## src/rtl/fifo_pkg.sv

```systemverilog
// fifo_pkg: shared definitions for the synchronous FIFO family.
//   ptr_w()          - pointer width for a given entry count
//   ERR_OVF/ERR_UNF  - bit positions of the error flags in error vectors
package fifo_pkg;

    localparam int ERR_OVF = 0;
    localparam int ERR_UNF = 1;
    localparam int ERR_W   = 2;

    // Minimum of one bit so a degenerate depth still gives a legal vector.
    function automatic int ptr_w(input int depth);
        return (depth > 1) ? $clog2(depth) : 1;
    endfunction

endpackage

```

## src/rtl/fifo_mem_2p.sv

```systemverilog
// fifo_mem_2p: DEPTH x DATA_W storage, one synchronous write port and one
// asynchronous read port. Contents are not reset.
//   clk      - write clock
//   we_i     - write enable
//   waddr_i  - write address
//   wdata_i  - write data
//   raddr_i  - read address
//   rdata_o  - read data (combinational from raddr_i)
module fifo_mem_2p #(
    parameter int DATA_W = 16,
    parameter int DEPTH  = 8,
    parameter int ADDR_W = 3
) (
    input  logic              clk,
    input  logic              we_i,
    input  logic [ADDR_W-1:0] waddr_i,
    input  logic [DATA_W-1:0] wdata_i,
    input  logic [ADDR_W-1:0] raddr_i,
    output logic [DATA_W-1:0] rdata_o
);

    logic [DATA_W-1:0] mem_q [DEPTH];

    always_ff @(posedge clk) begin
        if (we_i) mem_q[waddr_i] <= wdata_i;
    end

    assign rdata_o = mem_q[raddr_i];

endmodule

```

## src/rtl/sync_fifo_prog.sv

```systemverilog
// sync_fifo_prog: single-clock FIFO with programmable almost-full/empty
// thresholds, occupancy output and sticky error flags.
//   clk, rst_n            - clock, synchronous active-low reset
//   wr_en, data_in        - write request and data
//   rd_en                 - read request (pop)
//   af_thresh, ae_thresh  - live almost-full / almost-empty thresholds
//   err_clr               - clears the sticky error flags
//   data_out, valid       - read data and qualifier (registered or FWFT)
//   wr_ack/overflow/underflow - one-cycle registered outcome pulses
//   full/empty/almostfull/almostempty - decoded from registered count
//   count                 - occupancy 0..DEPTH
//   ovf_sticky/unf_sticky - latched error flags
module sync_fifo_prog
    import fifo_pkg::*;
#(
    parameter int DATA_W = 16,
    parameter int DEPTH  = 8,
    parameter int ADDR_W = ptr_w(DEPTH),
    parameter int FWFT   = 0
) (
    input  logic              clk,
    input  logic              rst_n,
    input  logic              wr_en,
    input  logic [DATA_W-1:0] data_in,
    input  logic              rd_en,
    input  logic [ADDR_W:0]   af_thresh,
    input  logic [ADDR_W:0]   ae_thresh,
    input  logic              err_clr,
    output logic [DATA_W-1:0] data_out,
    output logic              valid,
    output logic              wr_ack,
    output logic              overflow,
    output logic              underflow,
    output logic              full,
    output logic              empty,
    output logic              almostfull,
    output logic              almostempty,
    output logic [ADDR_W:0]   count,
    output logic              ovf_sticky,
    output logic              unf_sticky
);

    localparam logic [ADDR_W:0] DEPTH_C = (ADDR_W+1)'(DEPTH);

    logic [ADDR_W-1:0] wr_ptr_q, rd_ptr_q;
    logic [ADDR_W:0]   count_q, count_d;
    logic              wr_ack_q;
    logic [ERR_W-1:0]  err_now, err_pulse_q, err_sticky_q;
    logic              rd_acc, wr_acc;
    logic [DATA_W-1:0] mem_rdata;

    assign full        = (count_q == DEPTH_C);
    assign empty       = (count_q == '0);
    assign almostfull  = (count_q >= af_thresh);
    assign almostempty = (count_q <= ae_thresh);
    assign count       = count_q;

    // A write into a full FIFO is only taken when a read frees a slot
    // in the same cycle.
    assign rd_acc = rd_en && !empty;
    assign wr_acc = wr_en && (!full || rd_acc);

    always_comb begin
        err_now          = '0;
        err_now[ERR_OVF] = wr_en && !wr_acc;
        err_now[ERR_UNF] = rd_en && !rd_acc;
    end

    always_comb begin
        count_d = count_q;
        if (wr_acc && !rd_acc)      count_d = count_q + 1'b1;
        else if (rd_acc && !wr_acc) count_d = count_q - 1'b1;
    end

    always_ff @(posedge clk) begin
        if (!rst_n) begin
            wr_ptr_q     <= '0;
            rd_ptr_q     <= '0;
            count_q      <= '0;
            wr_ack_q     <= 1'b0;
            err_pulse_q  <= '0;
            err_sticky_q <= '0;
        end else begin
            if (wr_acc) wr_ptr_q <= wr_ptr_q + ADDR_W'(1);
            if (rd_acc) rd_ptr_q <= rd_ptr_q + ADDR_W'(1);
            count_q      <= count_d;
            wr_ack_q     <= wr_acc;
            err_pulse_q  <= err_now;
            // New error wins over a coincident clear.
            err_sticky_q <= (err_sticky_q & {ERR_W{!err_clr}}) | err_now;
        end
    end

    assign wr_ack     = wr_ack_q;
    assign overflow   = err_pulse_q[ERR_OVF];
    assign underflow  = err_pulse_q[ERR_UNF];
    assign ovf_sticky = err_sticky_q[ERR_OVF];
    assign unf_sticky = err_sticky_q[ERR_UNF];

    fifo_mem_2p #(
        .DATA_W (DATA_W),
        .DEPTH  (DEPTH),
        .ADDR_W (ADDR_W)
    ) u_mem (
        .clk     (clk),
        .we_i    (wr_acc),
        .waddr_i (wr_ptr_q),
        .wdata_i (data_in),
        .raddr_i (rd_ptr_q),
        .rdata_o (mem_rdata)
    );

    generate
        if (FWFT != 0) begin : g_fwft
            // Head word is always on display; rd_en just acknowledges it.
            assign data_out = mem_rdata;
            assign valid    = !empty;
        end else begin : g_reg
            logic [DATA_W-1:0] dout_q;
            logic              vld_q;
            always_ff @(posedge clk) begin
                if (!rst_n) begin
                    dout_q <= '0;
                    vld_q  <= 1'b0;
                end else begin
                    vld_q <= rd_acc;
                    if (rd_acc) dout_q <= mem_rdata;
                end
            end
            assign data_out = dout_q;
            assign valid    = vld_q;
        end
    endgenerate

endmodule

```

## config.mk

```make
export PLATFORM = sky130hd
export DESIGN_NAME = sync_fifo_prog
export DESIGN_NICKNAME = d
export VERILOG_FILES = /design/src/rtl/fifo_pkg.sv /design/src/rtl/fifo_mem_2p.sv /design/src/rtl/sync_fifo_prog.sv
export SDC_FILE = /design/constraint.sdc
export NUM_CORES = 1
export LEC_CHECK = 0
export CORE_ASPECT_RATIO = 0.9
export CORE_UTILIZATION = 61
export CTS_CLUSTER_SIZE = 25
export DETAILED_ROUTE_END_ITERATION = 16
export PLACE_DENSITY = 0.84
export SKIP_CTS_REPAIR_TIMING = 1
export SLEW_MARGIN = 0
export SYNTH_ARGS = -nofsm -noshare
export SYNTH_HDL_FRONTEND = slang
export SYNTH_SLANG_ARGS = --single-unit
```

## constraint.sdc

```tcl
create_clock -name clk -period 6.1 [get_ports clk]
set_input_delay 1.22 -clock clk [delete_from_list [all_inputs] [get_ports clk]]
set_output_delay 1.22 -clock clk [all_outputs]
set_load 0.02 [all_outputs]
```

-- Word-level counts from Yosys, hierarchy flattened
Memories as Yosys holds them, arrays and structs flattened. A register that Yosys moved wholly into a read port is not among the register bits.
Cells that the tools add are included.
- register bits: 16
- memory bits (writable): 128
- input bits: 29
- memories: 1
- add/sub/neg operators: 4
- magnitude comparators: 2
- equal/unequal tests: 1
- mux-type cells: 4
- bitwise gates (word level): 2
- reductions and logical operators: 15
- memories (name ; depth ; bits a word ; rd ports ; clocked after Yosys merged registers in ; write ports ; RTL line ; text):
    u_mem.mem_q ; 8 ; 16 ; 1 ; 1 ; 1 ; fifo_mem_2p.sv:22 ; logic [DATA_W-1:0] mem_q [DEPTH];
- operators with widths (kind ; number):
    two-way mux 4 bit ; 2
    adder 3 x 1 -> 3 bit, second input constant ; 2
    logical AND 1 bit ; 6
    logical NOT 1 bit ; 6
    adder 4 x 1 -> 4 bit, second input constant ; 1
    == test 4 bit, second input constant ; 1
    >= comparator 4 bit ; 1
    less-or-equal comparator 4 bit ; 1
    logical NOT 4 bit ; 1
    subtractor 4 x 1 -> 4 bit, second input constant ; 1
    AND 2 bit ; 1
    two-way mux 1 bit ; 2
    bitwise OR 2 bit ; 1
    nonzero test 2 bit ; 1
    logical OR 1 bit ; 1

-- Logic depth before layout (Yosys ltp)
Gate-level depths: netlist of run 1.
- depth after elaboration: 9
- depth in mapped cells: 10
- gate-level depth less buffers: 10

-- Cells and area by module
From an unflattened synthesis of run 1, not the netlist that was laid out.
- cells, all modules: 366
- area total of the unflattened synthesis: 6500.0 µm²
- by module, submodules not included (module ; times used ; cells each ; area each (µm²) ; seq. area each (µm²)):
    fifo_mem_2p ; 1 ; 198 ; 4973.5 ; 3843.7
    sync_fifo_prog ; 1 ; 168 ; 1526.5 ; 640.6

-- Least setup slack after synthesis of run 1
OpenSTA, ideal clock, no wires.
- kind: in2out
- start: input ae_thresh[1]
- end: output almostempty
- data arrival time: 2.436 ns
- data required time: 4.880 ns
- setup slack: 2.444 ns
- stages on the path: 6
- path through: inv_1 > ha_1 > nor2b_1 > o21a_1 > o21a_1 > o21ai_0
- cells in the longest elaborated chain, start to end: 1
- ends and longest elaborated chain (item ; RTL line ; text):
    from (decl) ; sync_fifo_prog.sv:27 ; input logic [ADDR_W:0] ae_thresh,
    less-or-equal comparator 4 bit ; sync_fifo_prog.sv:55 ; assign almostempty = (count_q <= ae_thresh);
    to (decl) ; sync_fifo_prog.sv:37 ; output logic almostempty,
Every way passes these cells.

-- Final worst setup path of run 1
Same ends and word-level chain as after synthesis.

==> metrics, run 1 <==
outcome finished, final reports clean; endpoints failing setup 0; antenna fix cells 0; Yosys cell types 39; layout cell share with drive strength beyond 1 19.0%; dpl hpwl 7060 um; Die ar. 0.0106 mm^2; clock buffer count from CTS 17; Die Wd 108 um; area grow syn2layout 21.8%; GRT Resource Usage Total 27.2%; TritonRoute pass-1 iters 6; routed vias/inst 6.21; crit path DAT 3.24 ns; Pwr Density 435 mW/mm^2; max-slew violation count 0; critical path peak fanout 2; 1st-iter DRT viols 220; worst min path class reg -> reg; Synth Warn # 0; Post-Syn Nets 393; TritonCTS clock tree yes; CTS Sinks 160; post-synthesis mux area share 12.3%; Slew HR 10.7%; fmax 224 MHz; worst-path cell chain clkdlybuf4s50_1 > inv_1 > ha_1 > nor2b_1 > o21a_1 > o21a_1 > o21ai_0 > clkdlybuf4s50_1; Multi-input gate area 0.00164 mm^2; Crit. End Element output port; Compound-Gate Fraction of Synth Area 4.87%; Worst Tran Pin Value 1.33 ns; Residual DRC 0; initial antenna violation count 0; Routed Antenna Nets 0; fin crit period 4.46 ns; Root Buffer clkbuf_16; Core ar. 0.00978 mm^2; first-pass GRT wire length 20000 um; row count 34; Die Y 97.6 um; H-Tree Depth 4; crit path launch type input port; dominant combinational cell family by area after synthesis multiplexers; WP data required 4.88 ns; Clock Latency Late Sink 0.42 ns; sequential share of the synthesized area 72.4%; Initial Util 63.3%; # IOs 59; unrepaired setup endpoints after global routing no; Post-Synth Simple-Gate Area 4.48%; WL final 12800 um; clk_skew 0.00789 ns; vias in the first global route 3551; LEAKAGE 2.54 nW; Primary FF master, synth edfxtp_1; Pwr Total 3.28 mW; top cells by count, synth edfxtp_1, dfxtp_1, mux4_2, nor2_1, o21ai_0; RePlAce Congestion 0.688; endpoints failing hold 0; pin count of the biggest net entering global routing 34; area leader, netlist edfxtp_1; Worst VDD drop 0.303 mV; Post-synth EDFFs 128; Syn Std Cell Area 0.00619 mm^2; Max-Cap Viols 0; CP max-delay cell clkdlybuf4s50_1; setup TNS 0 ns; grt ovf 0; area share of the largest cell type after synthesis 62.0%; Async S/R FF share, synth 0%; internal reg-to-reg setup slack 3.11 ns; syn avg cell area 17.7 um^2; top cells by area, synth edfxtp_1, mux4_2, dfxtp_1, ha_1, nor2_1; top-count cell post-synth edfxtp_1; synthesized instance count 350; max incr delay on CP 0.62 ns; crit share post-route 73.1%; Seq cells post-synth 160; Clock transition at path regs 0.06 ns; Vias 3436; Port Buffers 58; Post-Synth Adder-Cell Area 2.95%; Nets 457; fill count 532; Setup CP Type in -> out; deepest clock path buffer count 2; Register Area 0.00449 mm^2; XOR/XNOR share of the synthesized area 0.970%; Avg WL per Cell 23.2 um
-- cells in the final DEF, fill, tap and decap left out, types with 2 or more instances in the layout --
| master | n |
|---|---|
| inv_6 | 2 |
| buf_4 | 2 |
| xor2_1 | 2 |
| dfxtp_1 | 30 |
| a21oi_1 | 6 |
| clkbuf_16 | 17 |
| nor2_1 | 29 |
| clkinvlp_4 | 3 |
| o21a_1 | 2 |
| nand2b_1 | 5 |
| clkdlybuf4s50_1 | 58 |
| mux4_2 | 32 |
| clkinv_4 | 2 |
| nand2_1 | 6 |
| o21ai_0 | 17 |
| nor3_4 | 4 |
| a21o_1 | 3 |
| mux2i_1 | 4 |
| nor2_2 | 3 |
| nand2_2 | 2 |
| ha_1 | 13 |
| edfxtp_1 | 128 |
| dfxtp_2 | 2 |
| clkinv_1 | 3 |
| bufinv_16 | 4 |
| nor2b_1 | 2 |
| o22ai_1 | 15 |
| xnor2_1 | 3 |
| inv_1 | 11 |
-- per-layer routing --
metal / up-vias / part of all wire, % / track usage, %
li1: 1500 / - / -
met1: 1700 / 38 / 35.5
met2: 199 / 51 / 42.6
met3: 37 / 8.2 / 7.44
met4: 0 / 3.0 / 12.4
met5: - / 0 / 0
-- per-stage QoR --
stage / setup WS [ns] / area [um^2] / instances / hold slack (ns) / utilization, %
CTS: 1.63 / 7540 / 553 / 0.497 / 77.1
global placement: 1.70 / 6930 / 521 / 0.463 / 70.8
finish: 1.64 / 7540 / 553 / 0.492 / 77.1
global route: 1.54 / 7540 / 553 / 0.527 / 77.1
floorplan: 2.44 / 6190 / 350 / 0.498 / -
detailed placement: 1.63 / 6930 / 521 / 0.488 / 70.8
-- layout make-up --
type / instances / share of cell area (%)
inverters: 12 / 0.597
repair buffers: 60 / 7.89
multi-input cells: 163 / 21.8
flip-flops and latches: 160 / 59.5
clock inverters: 14 / 2.50
well taps: 126 / 2.09
clock buffers: 18 / 5.69
-- cell families (layout without fill, tap and decap cells) --
family,count (synthesis),after routing
DFF,160,160
AOI/OAI and AO/OA,48,48
and+or+nand+nor,59,59
muxes,36,36
xor gates and xnor gates,6,6
adders and majority gates,14,14
buffers and inverters,27,104
-- report_power, final --
part           leakage, nW  switching, mW  internal, mW  total, mW
sequential            1.43          0.114          1.28       1.40
clock                0.290          0.419         0.684       1.10
combinational        0.826          0.381         0.400      0.781
-- worst paths after layout --
| check | startpoint | endpoint | depth (start not counted) |
|---|---|---|---|
| setup / recovery | ae_thresh[1] | almostempty | 8 |
| hold / removal | err_sticky_q[0] | err_sticky_q[0] | 2 |
| setup reg to reg | count[1] | count[3] | 10 |
| hold reg to reg | err_sticky_q[0] | err_sticky_q[0] | 2 |
-- flip-flops by register name (all words and copies together), names as in the netlist --
register / cells
count: 4
valid: 1
data_out: 16
err_pulse_q: 2
err_sticky_q: 2
wr_ptr_q: 3
wr_ack: 1
rd_ptr_q: 3
u_mem.mem_q: 128
-- worst max-delay path, delay by kind of cell --
kind / cells / cell delay, ns
and+or+nand+nor: 1 / 0.14
buffers and inverters: 3 / 1.12
adders and majority gates: 1 / 0.29
AOI/OAI and AO/OA: 3 / 0.46
Note: power is estimated with default switching activity, not from simulation.
==> run 2, diff against run 1 <==
--- a/config.mk
+++ b/config.mk
@@ -6,10 +6,10 @@
 export NUM_CORES = 1
 export LEC_CHECK = 0
 export CORE_ASPECT_RATIO = 0.9
-export CORE_UTILIZATION = 61
+export CORE_UTILIZATION = 57
 export CTS_CLUSTER_SIZE = 25
 export DETAILED_ROUTE_END_ITERATION = 16
-export PLACE_DENSITY = 0.84
+export PLACE_DENSITY = 0.79
 export SKIP_CTS_REPAIR_TIMING = 1
 export SLEW_MARGIN = 0
 export SYNTH_ARGS = -nofsm -noshare
==> constraint.sdc (replaced) <==
create_clock -name clk -period 4.2 [get_ports clk]
set_input_delay 0.84 -clock clk [delete_from_list [all_inputs] [get_ports clk]]
set_output_delay 0.84 -clock clk [all_outputs]
set_load 0.02 [all_outputs]
==> run 2 against run 1 <==
The run now ends with design-rule violations left. Sequential share of layout area down 0.26 points. Setup slack worse by 1.1 ns. Non-clock buffer count up 9. Clock skew about the same. First-iteration DRC count down 15%. Sequential cell count unchanged. Utilization down 4.4 points. Total power up 44%. Critical path depth unchanged.
==> metrics, run 2 (same netlist as run 1, synthesis figures left out) <==
setup TNS 0 ns; Die Wd 112 um; largest reg by FF count u_mem.mem_q; fill count 655; WL final 12300 um; clock buffer count from CTS 17; endpoints failing hold 0; area grow syn2layout 22.3%; RePlAce Congestion 0.698; crit path launch type input port; Routed Antenna Nets 0; Port Buffers 58; Residual DRC 4; CP max-delay cell clkdlybuf4s50_1; initial antenna violation count 0; post-layout util 72.7%; Vias 3424; Clock transition at path regs 0.06 ns; violated checks design-rule violations; delay-heaviest family, CP buffers and inverters; TritonRoute pass-1 iters 11; worst-path cell chain clkdlybuf4s50_1 > inv_1 > ha_1 > nor2b_1 > o21a_1 > o21a_1 > o21ai_0 > clkdlybuf4s50_1; endpoints failing setup 0; grt ovf 0; TritonCTS clock tree yes; Register Area 0.00449 mm^2; max incr delay on CP 0.62 ns; most frequent cells in the layout edfxtp_1, clkdlybuf4s50_1, nor2_1, mux4_2, dfxtp_1; vias in the first global route 3537; Clock Latency Late Sink 0.42 ns; WP data required 3.36 ns; Initial Util 59.4%; CP bufs+invs 3; hold path start err_sticky_q[0]; deepest clock path buffer count 2; critical path peak fanout 2; crit path DAT 2.82 ns; Pwr Total 4.72 mW; outcome complete, but fails checks; max-slew violation count 0; unrepaired setup endpoints after global routing no; GRT Resource Usage Total 24.3%; H-Tree Depth 4; fin crit period 3.66 ns; CTS Sinks 160; 1st-iter DRT viols 186; layout cell share with drive strength beyond 1 20.6%; Die ar. 0.0113 mm^2; placed cell count 533; Placed Area 0.00697 mm^2; pin count of the biggest net entering global routing 34; fmax 273 MHz; Pwr Density 623 mW/mm^2; post-route cell area 0.00758 mm^2; first-pass GRT wire length 19400 um; Nets 466; CP startpoint ae_thresh[1]; Slew HR 40.8%; Worst Tran Pin Value 0.888 ns; Multi-input gate area 0.00161 mm^2; crit share post-route 87.1%; routed vias/inst 6.06; Crit. End Element output port; Root Buffer clkbuf_16; Die Y 101 um; max reg flops 128; Worst VDD drop 0.403 mV; row count 35; Avg WL per Cell 21.7 um; worst min path class reg -> reg; dpl hpwl 7060 um; worst r2r src count[3]; Core ar. 0.0104 mm^2; most common cell after layout, fill and taps aside edfxtp_1; Setup CP Type in -> out; # IOs 59; Cell Count, Final, Fillers Out 565; Max-Cap Viols 0; antenna fix cells 0; LEAKAGE 2.59 nW; clk_skew 0.00814 ns
==> run 2: changes by cell type in the layout (fill, tap and decap cells not counted), sizes merged <==
cell and delta:
clkinvlp +2, inv +1, buf +9, clkinv -2, bufinv -1
==> run 2: path summary, 6_finish.rpt <==
check | end | slack (ns) | cells past startpoint
worst max-delay path | almostempty | 0.54 | 8
worst min-delay path | err_sticky_q[0] | 0.48 | 2
worst max register to register | count[3] | 1.34 | 10
worst min register to register | err_sticky_q[0] | 0.48 | 2
==> run 2: final cells by class <==
| class | instances | area share, % |
|---|---|---|
| sequential | 160 | 59.2 |
| timing repair buffer | 69 | 8.75 |
| clock buffer | 18 | 5.66 |
| tap | 129 | 2.13 |
| inverter | 12 | 0.594 |
| clock inverter | 14 | 2.41 |
| multi-input combinational | 163 | 21.2 |
==> run 2: per-stage QoR <==
step           hold WS (ns)  setup slack (ns)
2_1_floorplan         0.498              1.28
3_3_place_gp          0.463             0.556
3_5_place_dp          0.477             0.537
4_1_cts               0.486             0.535
5_1_grt               0.515             0.450
6_report              0.485             0.542
==> run 2: per-layer routing <==
metal  share of wire (%)  GRT usage, %
met1                  42          30.6
met3                 5.8          6.07
met4                 1.2          10.8
met2                  51          40.3
met5                   0             0
==> run 2: report_power, final <==
part           internal, mW  switching [mW]
combinational         0.587           0.509
clock                 0.944           0.629
sequential             1.86           0.187
total                  3.40            1.32
==> run 2: worst min-delay path, delay by kind of cell, from the launching register on <==
kind / cells / cell delay, ns
compound gates: 1 / 0.06
flops: 1 / 0.31
simple gates: 1 / 0.07
